--- src/rtl/sseg_scan_capture.sv ---
// sseg_scan_capture: rebuilds the 16-bit hex value from a 4-digit multiplexed
// active-low 7-segment scan (anode + segment lines) for loopback/monitoring.
// Ports: clk, rst_n (async active-low), an_n[3:0], seg_n[6:0] in;
//        value[15:0], digit_vld[3:0], frame_pulse, bad_pattern out (all registered).
// Latency: STABLE_CYC+3 edges from pin change to output update; no backpressure.
// Optional macro SSEG_CAP_BLANK_EN: an all-off segment word is committed as a
// blank digit (clears digit_vld/mask bit) instead of flagging bad_pattern.
module sseg_scan_capture #(
   parameter int STABLE_CYC = 8
) (
   input  logic        clk,
   input  logic        rst_n,
   input  logic [3:0]  an_n,
   input  logic [6:0]  seg_n,
   output logic [15:0] value,
   output logic [3:0]  digit_vld,
   output logic        frame_pulse,
   output logic        bad_pattern
);

   localparam int CW = $clog2(STABLE_CYC + 1);
   localparam logic [CW-1:0] CNT_MAX = CW'(STABLE_CYC);
   localparam logic [CW-1:0] CNT_PRE = CW'(STABLE_CYC - 1);

   logic [10:0]   sync1, sync2, cand;
   logic [CW-1:0] cnt;
   logic [3:0]    mask;

   logic          same;
   logic          fire;
   logic          one_anode;
   logic [1:0]    sel;
   logic          glyph_ok;
   logic [3:0]    glyph_nib;
   logic          is_blank;
   logic [3:0]    mask_set;

   logic [15:0]   value_nxt;
   logic [3:0]    vld_nxt;
   logic [3:0]    mask_nxt;
   logic          frame_nxt;
   logic          bad_nxt;

   // Segment word (active-high, bit0=a) -> {valid, nibble}.
   function automatic logic [4:0] decode(input logic [6:0] s);
      case (s)
         7'h3F: decode = {1'b1, 4'h0};
         7'h06: decode = {1'b1, 4'h1};
         7'h5B: decode = {1'b1, 4'h2};
         7'h4F: decode = {1'b1, 4'h3};
         7'h66: decode = {1'b1, 4'h4};
         7'h6D: decode = {1'b1, 4'h5};
         7'h7D: decode = {1'b1, 4'h6};
         7'h07: decode = {1'b1, 4'h7};
         7'h7F: decode = {1'b1, 4'h8};
         7'h6F: decode = {1'b1, 4'h9};
         7'h77: decode = {1'b1, 4'hA};
         7'h7C: decode = {1'b1, 4'hB};
         7'h39: decode = {1'b1, 4'hC};
         7'h5E: decode = {1'b1, 4'hD};
         7'h79: decode = {1'b1, 4'hE};
         7'h71: decode = {1'b1, 4'hF};
         default: decode = 5'h00;
      endcase
   endfunction

   // Two-flop synchronizer, then the stability tracker on the synced word.
   always_ff @(posedge clk or negedge rst_n) begin
      if (!rst_n) begin
         sync1 <= '0;
         sync2 <= '0;
         cand  <= '0;
         cnt   <= '0;
      end else begin
         sync1 <= {an_n, seg_n};
         sync2 <= sync1;
         if (same) begin
            if (cnt != CNT_MAX)
               cnt <= cnt + CW'(1);
         end else begin
            cand <= sync2;
            cnt  <= '0;
         end
      end
   end

   always_comb begin
      same = (sync2 == cand);
      // Only the CNT_PRE -> CNT_MAX step fires; saturation blocks repeats
      // until the word changes and a fresh window starts.
      fire = same && (cnt == CNT_PRE);

      one_anode = 1'b1;
      sel       = 2'd0;
      case (cand[10:7])
         4'b1110: sel = 2'd0;
         4'b1101: sel = 2'd1;
         4'b1011: sel = 2'd2;
         4'b0111: sel = 2'd3;
         default: one_anode = 1'b0;
      endcase

      {glyph_ok, glyph_nib} = decode(~cand[6:0]);
`ifdef SSEG_CAP_BLANK_EN
      is_blank = (cand[6:0] == 7'h7F);
`else
      is_blank = 1'b0;
`endif

      mask_set      = mask;
      mask_set[sel] = 1'b1;

      value_nxt = value;
      vld_nxt   = digit_vld;
      mask_nxt  = mask;
      frame_nxt = 1'b0;
      bad_nxt   = 1'b0;

      if (fire && one_anode) begin
         if (is_blank) begin
            vld_nxt[sel]  = 1'b0;
            mask_nxt[sel] = 1'b0;
         end else if (glyph_ok) begin
            value_nxt[{sel, 2'b00} +: 4] = glyph_nib;
            vld_nxt[sel] = 1'b1;
            if (mask_set == 4'hF) begin
               frame_nxt = 1'b1;
               mask_nxt  = 4'h0;
            end else begin
               mask_nxt  = mask_set;
            end
         end else begin
            bad_nxt = 1'b1;
         end
      end
   end

   always_ff @(posedge clk or negedge rst_n) begin
      if (!rst_n) begin
         value       <= '0;
         digit_vld   <= '0;
         mask        <= '0;
         frame_pulse <= 1'b0;
         bad_pattern <= 1'b0;
      end else begin
         value       <= value_nxt;
         digit_vld   <= vld_nxt;
         mask        <= mask_nxt;
         frame_pulse <= frame_nxt;
         bad_pattern <= bad_nxt;
      end
   end

endmodule

--- config.mk ---
export PLATFORM = sky130hd
export DESIGN_NAME = sseg_scan_capture
export DESIGN_NICKNAME = d
export VERILOG_FILES = /design/src/rtl/sseg_scan_capture.sv
export SDC_FILE = /design/constraint.sdc
export NUM_CORES = 1
export LEC_CHECK = 0
export ABC_AREA = 1
export CAP_MARGIN = 20
export CORE_MARGIN = 2
export CORE_UTILIZATION = 40
export DETAILED_ROUTE_END_ITERATION = 10
export SKIP_LAST_GASP = 1
export SYNTH_ARGS = -nofsm -noshare
export SYNTH_HDL_FRONTEND = slang
export SYNTH_SLANG_ARGS = --single-unit
--- constraint.sdc ---
create_clock -name clk -period 5.6 [get_ports clk]
set_input_delay 1.12 -clock clk [delete_from_list [all_inputs] [get_ports clk]]
set_output_delay 1.12 -clock clk [all_outputs]
set_load 0.005 [all_outputs]
==> results of run 1 <==
synthesized netlist by cell type (4+ instances only):
library cell and count:
a21oi_1 6, clkbuf_1 11, dfrtp_1 63, ha_1 9, inv_1 23, inv_2 4
nand2_1 110, nand2_2 4, nand3_1 30, nand4_1 4, nor2_1 40, nor2_2 6
nor3_1 5, or2_2 5, xnor2_1 8
cell families (layout without fill, tap and decap cells):
| logic type | after synthesis | count (layout) | synth area share |
|---|---|---|---|
| AOI/OAI and AO/OA | 11 | 11 | 0.0214 |
| xor gates and xnor gates | 10 | 10 | 0.0300 |
| adders and majority gates | 9 | 9 | 0.0386 |
| buffers and inverters | 39 | 78 | 0.0527 |
| DFF | 63 | 63 | 0.540 |
| and+or+nand+nor | 211 | 211 | 0.317 |
sequential cells by signal (all words and copies together) (netlist names):
| register | cells |
|---|---|
| sync2 | 11 |
| mask | 4 |
| cnt | 4 |
| sync1 | 11 |
| digit_vld | 4 |
| cand | 11 |
| value | 16 |
| bad_pattern | 1 |
| frame_pulse | 1 |
final cells by class:
type | count | share of cell area
sequential | 63 | 0.447
inverter | 27 | 0.0288
clock buffer | 11 | 0.0373
tap | 99 | 0.0351
clock inverter | 5 | 0.0167
multi-input combinational | 241 | 0.338
timing repair buffer | 35 | 0.0973
routing by layer:
metal / up-vias / track usage / wire, microns
li1: 1138 / - / -
met1: 975 / 0.212 / 2630
met2: 50 / 0.224 / 2330
met3: 10 / 0.0388 / 214
met4: 0 / 0.0896 / 127
met5: - / 0 / 0
where the power goes:
part | switching, mW | internal [mW] | total (mW)
clock | 0.171 | 0.206 | 0.377
sequential | 0.00983 | 0.467 | 0.477
combinational | 0.0375 | 0.0224 | 0.0599
total | 0.219 | 0.695 | 0.914
stage by stage:
step | power, mW | hold WS [ns] | worst slack (ns) | cell area, sq um | instances
4_1_cts | 0.928 | 0.351 | 3.26 | 3520 | 481
3_3_place_gp | 0.545 | 0.331 | 3.46 | 3330 | 465
2_1_floorplan | 0.521 | 0.331 | 3.66 | 2920 | 343
3_5_place_dp | 0.546 | 0.335 | 3.38 | 3330 | 465
6_report | 0.914 | 0.343 | 3.28 | 3520 | 481
5_1_grt | 0.959 | 0.360 | 3.09 | 3520 | 481
worst max-delay path by stage:
| stage | from | endpoint | slack [ns] | depth (start not counted) |
|---|---|---|---|---|
| detailed placement | cand[10]$_DFFE_PN0P_ | mask[1]$_DFFE_PN0P_ | 3.38 | 9 |
| finish | digit_vld[1]$_DFFE_PN0P_ | digit_vld[1] | 3.28 | 1 |
| CTS | digit_vld[3]$_DFFE_PN0P_ | digit_vld[3] | 3.26 | 1 |
| floorplan | cand[10]$_DFFE_PN0P_ | mask[0]$_DFFE_PN0P_ | 3.66 | 9 |
| global route | cand[10]$_DFFE_PN0P_ | mask[0]$_DFFE_PN0P_ | 3.09 | 9 |
| global placement | cand[10]$_DFFE_PN0P_ | mask[2]$_DFFE_PN0P_ | 3.46 | 9 |
==> results.ini, run 1 <==
[clocking]
htreeDepth = 3
cts.sinks = 63
cts_resized = 0
clock_latency_ns = 0.35
clk_pin_slew_worst_paths_ns = 0.08
hold_buffers = 0
cts_buffers = 9
cts_max_path_buffers = 2
clock-root-buffer = clkbuf_8
cts_setup_buffers = 0
cts_tree = done

[timing]
skew_ns = 0.0136
fmax_mhz = 432
rsz0062_at_grt = false
slew_headroom = 0.495
finalCritPeriodShare = 0.414
hold_viol = 0
tightest_slew_ns = 0.757
min_period_ns = 2.32
setup_tns_ns = 0
final_max_slew_viol_count = 0
setup_violations = 0

[worst_setup_path]
rrSetupSlack_ns = 3.36
crit_type = reg -> out
crit_required_ns = 4.48
r2r_cells = 9
cp_data_arrival_time_ns = 1.20
crit_family = buffers and inverters
reg2reg_from = cand[10]$_DFFE_PN0P_
critPathLaunchType = register
crit_fanout = 2
worstPathCellList = clkdlybuf4s50_1
crit_buf_inv = 1
critPathCaptureType = output port
crit_path_top_delay_cell = clkdlybuf4s50_1
rr_endpoint = mask[1]$_DFFE_PN0P_
slowest_delay_ns = 0.51

[yosys]
synth_flop_cell = dfrtp_1
ys_types = 23
syn-num-nets = 365
async_reset_ff_frac = 1.00
synth_edf_count = 0
syn_area_per_cell_sq_um = 8.51
synth_area_sq_um = 2920
synth.area.top_cells = dfrtp_1 54%, nand2_1 14%, nand3_1 5.1%
synth_top_area_frac = 0.540
synth_seq_area_share = 0.540
ys_seq_elements = 63
ys_warn_count = 0
yosys.area.top_type = dfrtp_1
netlist_instances = 343

[floorplanning]
fp.coreArea_sq_um = 7180
ios = 35
fp-row-count = 31
start_util = 0.407
dieArea_sq_um = 8000
fp.dieW_microns = 89.4
chipHeight_microns = 89.4

[route]
via_per_inst = 4.52
dr.pass1.iters = 4
drt_iter0_drc = 154
post_drt_wl_per_cell_microns = 11.0
final_antenna_net_count = 0
remaining_drc_errors = 0
vias = 2173
wl_mm = 5.30

[global_routing]
overflow = 0
antenna_found_initial = 0
grt_util_all_layers = 0.155
grt_max_degree = 64
grt_pass1_vias = 2055
grt_pass1_wl_mm = 9.30

[layout]
postLayoutCoreUtil = 0.491
layout_commonest_cell = nand2_1
final_cell_mix = 110 x nand2_1, 63 x dfrtp_1, 40 x nor2_1
multi_input_area_sq_um = 1190
area_growth_pct = 20.7
fillerInstances = 665
seq_area_sq_um = 1580
final_nets = 399
num_antenna_cells = 0
drive_gt1_frac = 0.105

[pwr]
p_per_area_nw_per_um2 = 259
p_leak_nw = 1.79
peakVddDrop_mv = 0.156

[min_path]
min_path_type = reg -> reg
holdPathStages = 0
whs_endpoint = sync2[4]$_DFF_PN0_
min_from = sync1[4]$_DFF_PN0_

[place]
portBuffers = 34
place_congestion = 0.804
place_hpwl_mm = 3.90

[job]
cap_violations = 0

[status]
status = completed

(Power assumes the default switching activity.)
==> run 2: changes to the inputs <==
- clock period: 5.6 -> 2.4 ns (I/O delays scaled with it)
==> run 2 against run 1 <==
- die area stayed put
- combinational power is 140% higher
- critical endpoint is now mask[3]$_DFFE_PN0P_
- cell count is 0.21% higher
- clock skew is 0.00067 ns lower
- clock-buffer cell count is 1 lower
- utilization is 0.84 points higher
- critical path type is now reg -> reg
==> results.ini, run 2 (same netlist as run 1, synthesis figures left out) <==
[worst_setup_path]
critPathCaptureType = register
cp_data_arrival_time_ns = 2.33
critPathLaunchType = register
crit_path_top_delay_cell = dfrtp_1
crit_required_ns = 2.68
slowest_delay_ns = 0.43
worstPathCellList = or2_2 -> nand4_1 -> inv_1 -> ha_1 -> or2_2 -> nand4_1 -> nand3_1 -> nand2_1
crit_type = reg -> reg
crit_fanout = 5
r2r_cells = 8

[route]
wl_mm = 5.38
final_antenna_net_count = 0
wl_met2_mm = 2.45
via_per_inst = 4.55
highest_layer = met4
post_drt_wl_per_cell_microns = 11.2
remaining_drc_errors = 0
dr_wl_met3_microns = 230
drt_iter0_drc = 89
m1WireLength_mm = 2.60
vias = 2193
dr.pass1.iters = 4

[clocking]
cts_max_path_buffers = 2
cts_resized = 0
clock_latency_ns = 0.34
cts_tree = done
cts_buffers = 9
cts.sinks = 63
clk_pin_slew_worst_paths_ns = 0.07
clock-root-buffer = clkbuf_8
cts_setup_buffers = 0
hold_buffers = 0
htreeDepth = 3

[timing]
finalCritPeriodShare = 0.853
tightest_slew_ns = 0.634
setup_violations = 0
rsz0062_at_grt = false
final_max_slew_viol_count = 0
fmax_mhz = 489
skew_ns = 0.0129
min_period_ns = 2.05
hold_viol = 0
setup_tns_ns = 0
slew_headroom = 0.577
hold_ws_ns = 0.154

[floorplanning]
start_util = 0.407
fp-row-count = 31
chipHeight_microns = 89.4
ios = 35
dieArea_sq_um = 8000
fp.coreArea_sq_um = 7180
fp.dieW_microns = 89.4

[global_routing]
antenna_found_initial = 0
grt_util_all_layers = 0.162
grt_pass1_vias = 2177
grt_max_degree = 37
grt_pass1_wl_mm = 9.65
overflow = 0

[place]
place_hpwl_mm = 4.03
place_congestion = 0.827
portBuffers = 34

[job]
cap_violations = 0

[min_path]
min_path_type = in -> async

[layout]
seq_area_sq_um = 1580
fillerInstances = 686
area_growth_pct = 22.8
final_nets = 400
largest_register = value
largest_reg_flops = 16
num_antenna_cells = 0
drive_gt1_frac = 0.112
multi_input_area_sq_um = 1190
final_cell_mix = 110 x nand2_1, 63 x dfrtp_1, 40 x nor2_1
layout_commonest_cell = nand2_1

[pwr]
p_leak_nw = 1.82
p_per_area_nw_per_um2 = 642
peakVddDrop_mv = 0.337

[status]
status = completed

run 2: cell count changes in the layout (fill, tap and decap cells not counted):
cell | previous run | this run
buf_12 | 0 | 1
bufinv_16 | 1 | 2
clkbuf_1 | 2 | 0
clkbuf_8 | 9 | 10
clkinv_2 | 1 | 0
inv_6 | 0 | 1
run 2: path summary, 6_finish.rpt:
path,start,to,slack [ns]
max in group asynchronous,rst_n,value[10]$_DFFE_PN0P_,1.64
hold / removal,rst_n,sync1[3]$_DFF_PN0_,0.15
min in group clk,sync1[3]$_DFF_PN0_,sync2[3]$_DFF_PN0_,0.35
hold reg to reg,sync1[3]$_DFF_PN0_,sync2[3]$_DFF_PN0_,0.35
setup / recovery,cand[9]$_DFFE_PN0P_,mask[3]$_DFFE_PN0P_,0.35
setup reg to reg,cand[9]$_DFFE_PN0P_,mask[3]$_DFFE_PN0P_,0.35
run 2: area by class of cell:
class	count	area share
timing repair buffer	36	0.101
clock buffer	10	0.0384
sequential	63	0.440
tap	99	0.0346
clock inverter	6	0.0258
inverter	27	0.0283
multi-input combinational	241	0.332
run 2: critical path: cells and delay by family, from the launching register on:
family / cells / cell delay (ns)
and+or+nand+nor: 6 / 1.16
buffers and inverters: 1 / 0.14
adders and majority gates: 1 / 0.25
DFF: 1 / 0.43
run 2: report_power, final:
| group | switching, mW | total, mW | internal [mW] |
|---|---|---|---|
| registers | 0.0233 | 1.11 | 1.09 |
| logic | 0.0886 | 0.144 | 0.0555 |
| clock network | 0.426 | 1.04 | 0.618 |
run 2: routing by layer:
layer / vias to the layer above / GRT usage
li1: 1137 / -
met1: 996 / 0.209
met2: 52 / 0.247
met3: 8 / 0.0452
met4: 0 / 0.0841
met5: - / 0
run 2: metrics by stage:
step | instances | util | setup slack (ns) | cell area, sq um | power, mW
6_report | 482 | 0.500 | 0.354 | 3580 | 2.30
5_1_grt | 482 | 0.500 | 0.128 | 3580 | 2.41
4_1_cts | 482 | 0.500 | 0.339 | 3580 | 2.33
3_5_place_dp | 466 | 0.467 | 0.360 | 3350 | 1.28
3_3_place_gp | 466 | 0.467 | 0.471 | 3350 | 1.28
2_1_floorplan | 343 | - | 0.463 | 2920 | 1.22
==> variant (settings of run 1) <==
Add a define of `SSEG_CAP_BLANK_EN`.
--- a/src/rtl/sseg_scan_capture.sv
+++ b/src/rtl/sseg_scan_capture.sv
@@ -6,4 +6,6 @@
 // Optional macro SSEG_CAP_BLANK_EN: an all-off segment word is committed as a
 // blank digit (clears digit_vld/mask bit) instead of flagging bad_pattern.
+`define SSEG_CAP_BLANK_EN
+
 module sseg_scan_capture #(
    parameter int STABLE_CYC = 8
Formal check against the unedited RTL: no difference found for any inputs over 10 cycles, from zero or initial values and one cycle with rst_n low; that may be too few to reach the edited logic, so the function may still have changed.
==> variant against run 1 <==
Sequential cell count unchanged. Synthesized area increased by 12%. Via count increased by 15%. Worst setup slack got worse by 0.11 ns. Count of clock-buffer cells in the layout unchanged. Final area increased by 11%. Routed wire length increased by 16%. Sequential power about the same. Global-route usage increased by 0.59 points. Clock skew decreased by 0.0067 ns. Synthesized cell count increased by 17%. Worst hold slack improved by 0.0054 ns. Sequential share of layout area decreased by 4.3 points. Total power increased by 8.9%. Critical path type is now flip-flop to flip-flop. Highest routed layer unchanged.
==> variant: results (changes against run 1) <==
* Status: completed (unchanged)
* Routed Wire Length at 6.14 mm (was 5.30 mm)
* TritonRoute pass-1 iters at 4 (unchanged)
* Critical Path Fanout Max at 8 (was 2)
* Commonest cells in the netlist: 137 x nand2_1, 63 x dfrtp_1, 55 x nor2_1 (was 110 x nand2_1, 63 x dfrtp_1, 40 x nor2_1)
* Max VDD drop at 0.198 mV (was 0.156 mV)
* Worst path max stage delay at 0.43 ns (was 0.51 ns)
* Clock Latency Late Sink at 0.34 ns
* Global placement routability congestion at 0.845 (was 0.804)
* Remaining antenna violation count after routing at 0 (unchanged)
* Clock slew at reported path FFs at 0.07 ns
* Skew final at 0.00683 ns (was 0.0136 ns)
* H-Tree Depth at 3 (unchanged)
* Least-Margin Pin Slew at 0.767 ns (was 0.757 ns)
* Initial DRC Count at 111 (was 154)
* Sequential share of the synthesized area at 0.480 (was 0.540)
* P_leak at 0.00200 uW (was 0.00179 uW)
* Yosys top cell area share at 0.480 (was 0.540)
* Nets at 450 (was 399)
* Top_reg_cell synth: dfrtp_1 (unchanged)
* Top reg by flops: value (unchanged)
* Ys Warns at 0 (unchanged)
* Max reg flops at 16 (unchanged)
* Syn Nets at 420 (was 365)
* Class of the worst hold path: flip-flop to flip-flop (unchanged)
* Synth area leaders: dfrtp_1 48%, nand2_1 16%, nor2_1 6.3% (was dfrtp_1 54%, nand2_1 14%, nand3_1 5.1%)
* Antenna violations before repair at 0 (unchanged)
* Asr flop ratio synth at 1.00 (unchanged)
* Vias in the first global route at 2,391 (was 2,055)
* I/O Buffers at 34 (unchanged)
* Largest net degree at the start of global routing at 64 (unchanged)
* Dpl ws at 3.20 ns (was 3.38 ns)
* Routed via count at 2,508 (was 2,173)
* Global-route wire length before repair at 11.0 mm (was 9.30 mm)
* Slowest-stage cell, CP: dfrtp_1 (was clkdlybuf4s50_1)
* Total GRT Usage at 0.161 (was 0.155)
* Netlist cell types at 30 (was 23)
* Ant. Diodes at 0 (unchanged)
* CP arrival at 2.71 ns (was 1.20 ns)
* Maximum clock path buffer count at 2 (unchanged)
* Post-detail-place hpwl at 4.68 mm (was 3.90 mm)
* Clock root cell: clkbuf_8 (unchanged)
* CP delay by family, top: simple AND/OR/NAND/NOR gates (was buffers and inverters)
* CTS Buf Count at 9 (unchanged)
* Fraction of layout cells with a size suffix above 1 at 0.144 (was 0.105)
[variant: cell count changes in the layout (fill, tap and decap cells not counted), moves of 3 or more]
| cell | change |
|---|---|
| inv_2 | +11 |
| a21o_1 | -3 |
| inv_1 | -3 |
| nor2_4 | +3 |
| nand3_2 | +3 |
| nand3_4 | +4 |
| ha_1 | -3 |
| nor2_1 | +15 |
| a21oi_1 | -3 |
| nor3_1 | +3 |
| nand2_1 | +27 |
[variant: per-stage QoR]
step           power, uW  utilization  std cells  instance area (sq um)
2_1_floorplan        536            -        401                   3280
3_3_place_gp         562        0.454        525                   3670
3_5_place_dp         563        0.454        525                   3670
4_1_cts             1020        0.482        541                   3900
5_1_grt             1050        0.482        541                   3900
6_report             995        0.482        541                   3900
[variant: cells by family (layout without fill, tap and decap cells)]
group	Yosys count	after routing	share of synthesized area
and+or+nand+nor	266	266	0.400
DFF	63	63	0.480
buffers and inverters	53	88	0.0671
xor gates and xnor gates	9	9	0.0240
adders and majority gates	6	6	0.0229
AOI/OAI and AO/OA	4	4	0.00610
[variant: final timing paths]
| kind | startpoint | slack [ns] | end | cells after the start |
|---|---|---|---|---|
| min in group asynchronous | rst_n | 0.91 | value[9] | 2 |
| worst max register to register | cand[10] | 3.17 | mask[2] | 14 |
| worst min register to register | sync1[4] | 0.35 | sync2[4] | 0 |
| max in group asynchronous | rst_n | 4.16 | sync1[4] | 2 |
| worst min-delay path | sync1[4] | 0.35 | sync2[4] | 0 |
| worst max-delay path | cand[10] | 3.17 | mask[2] | 14 |
[variant: layer usage]
layer / vias to the layer above / part of all wire / GRT usage
met1: 1149 / 0.46 / 0.199
met5: - / 0 / 0
met3: 13 / 0.039 / 0.0527
li1: 1298 / - / -
met4: 0 / 0.021 / 0.0640
met2: 48 / 0.48 / 0.261
[variant: power breakdown]
part | internal (uW) | switching [uW] | total (uW) | leakage (uW)
clock network | 263 | 180 | 442 | 0.000110
logic | 26.1 | 48.4 | 74.5 | 0.00109
registers | 467 | 11.4 | 478 | 0.000804
[variant: area by class of cell]
cell class / instances / area, sq um
fill: 819 / 4200
sequential: 63 / 1580
multi-input combinational: 285 / 1490
timing repair buffer: 35 / 343
clock buffer: 11 / 141
inverter: 37 / 139
tap: 105 / 131
clock inverter: 5 / 81.3
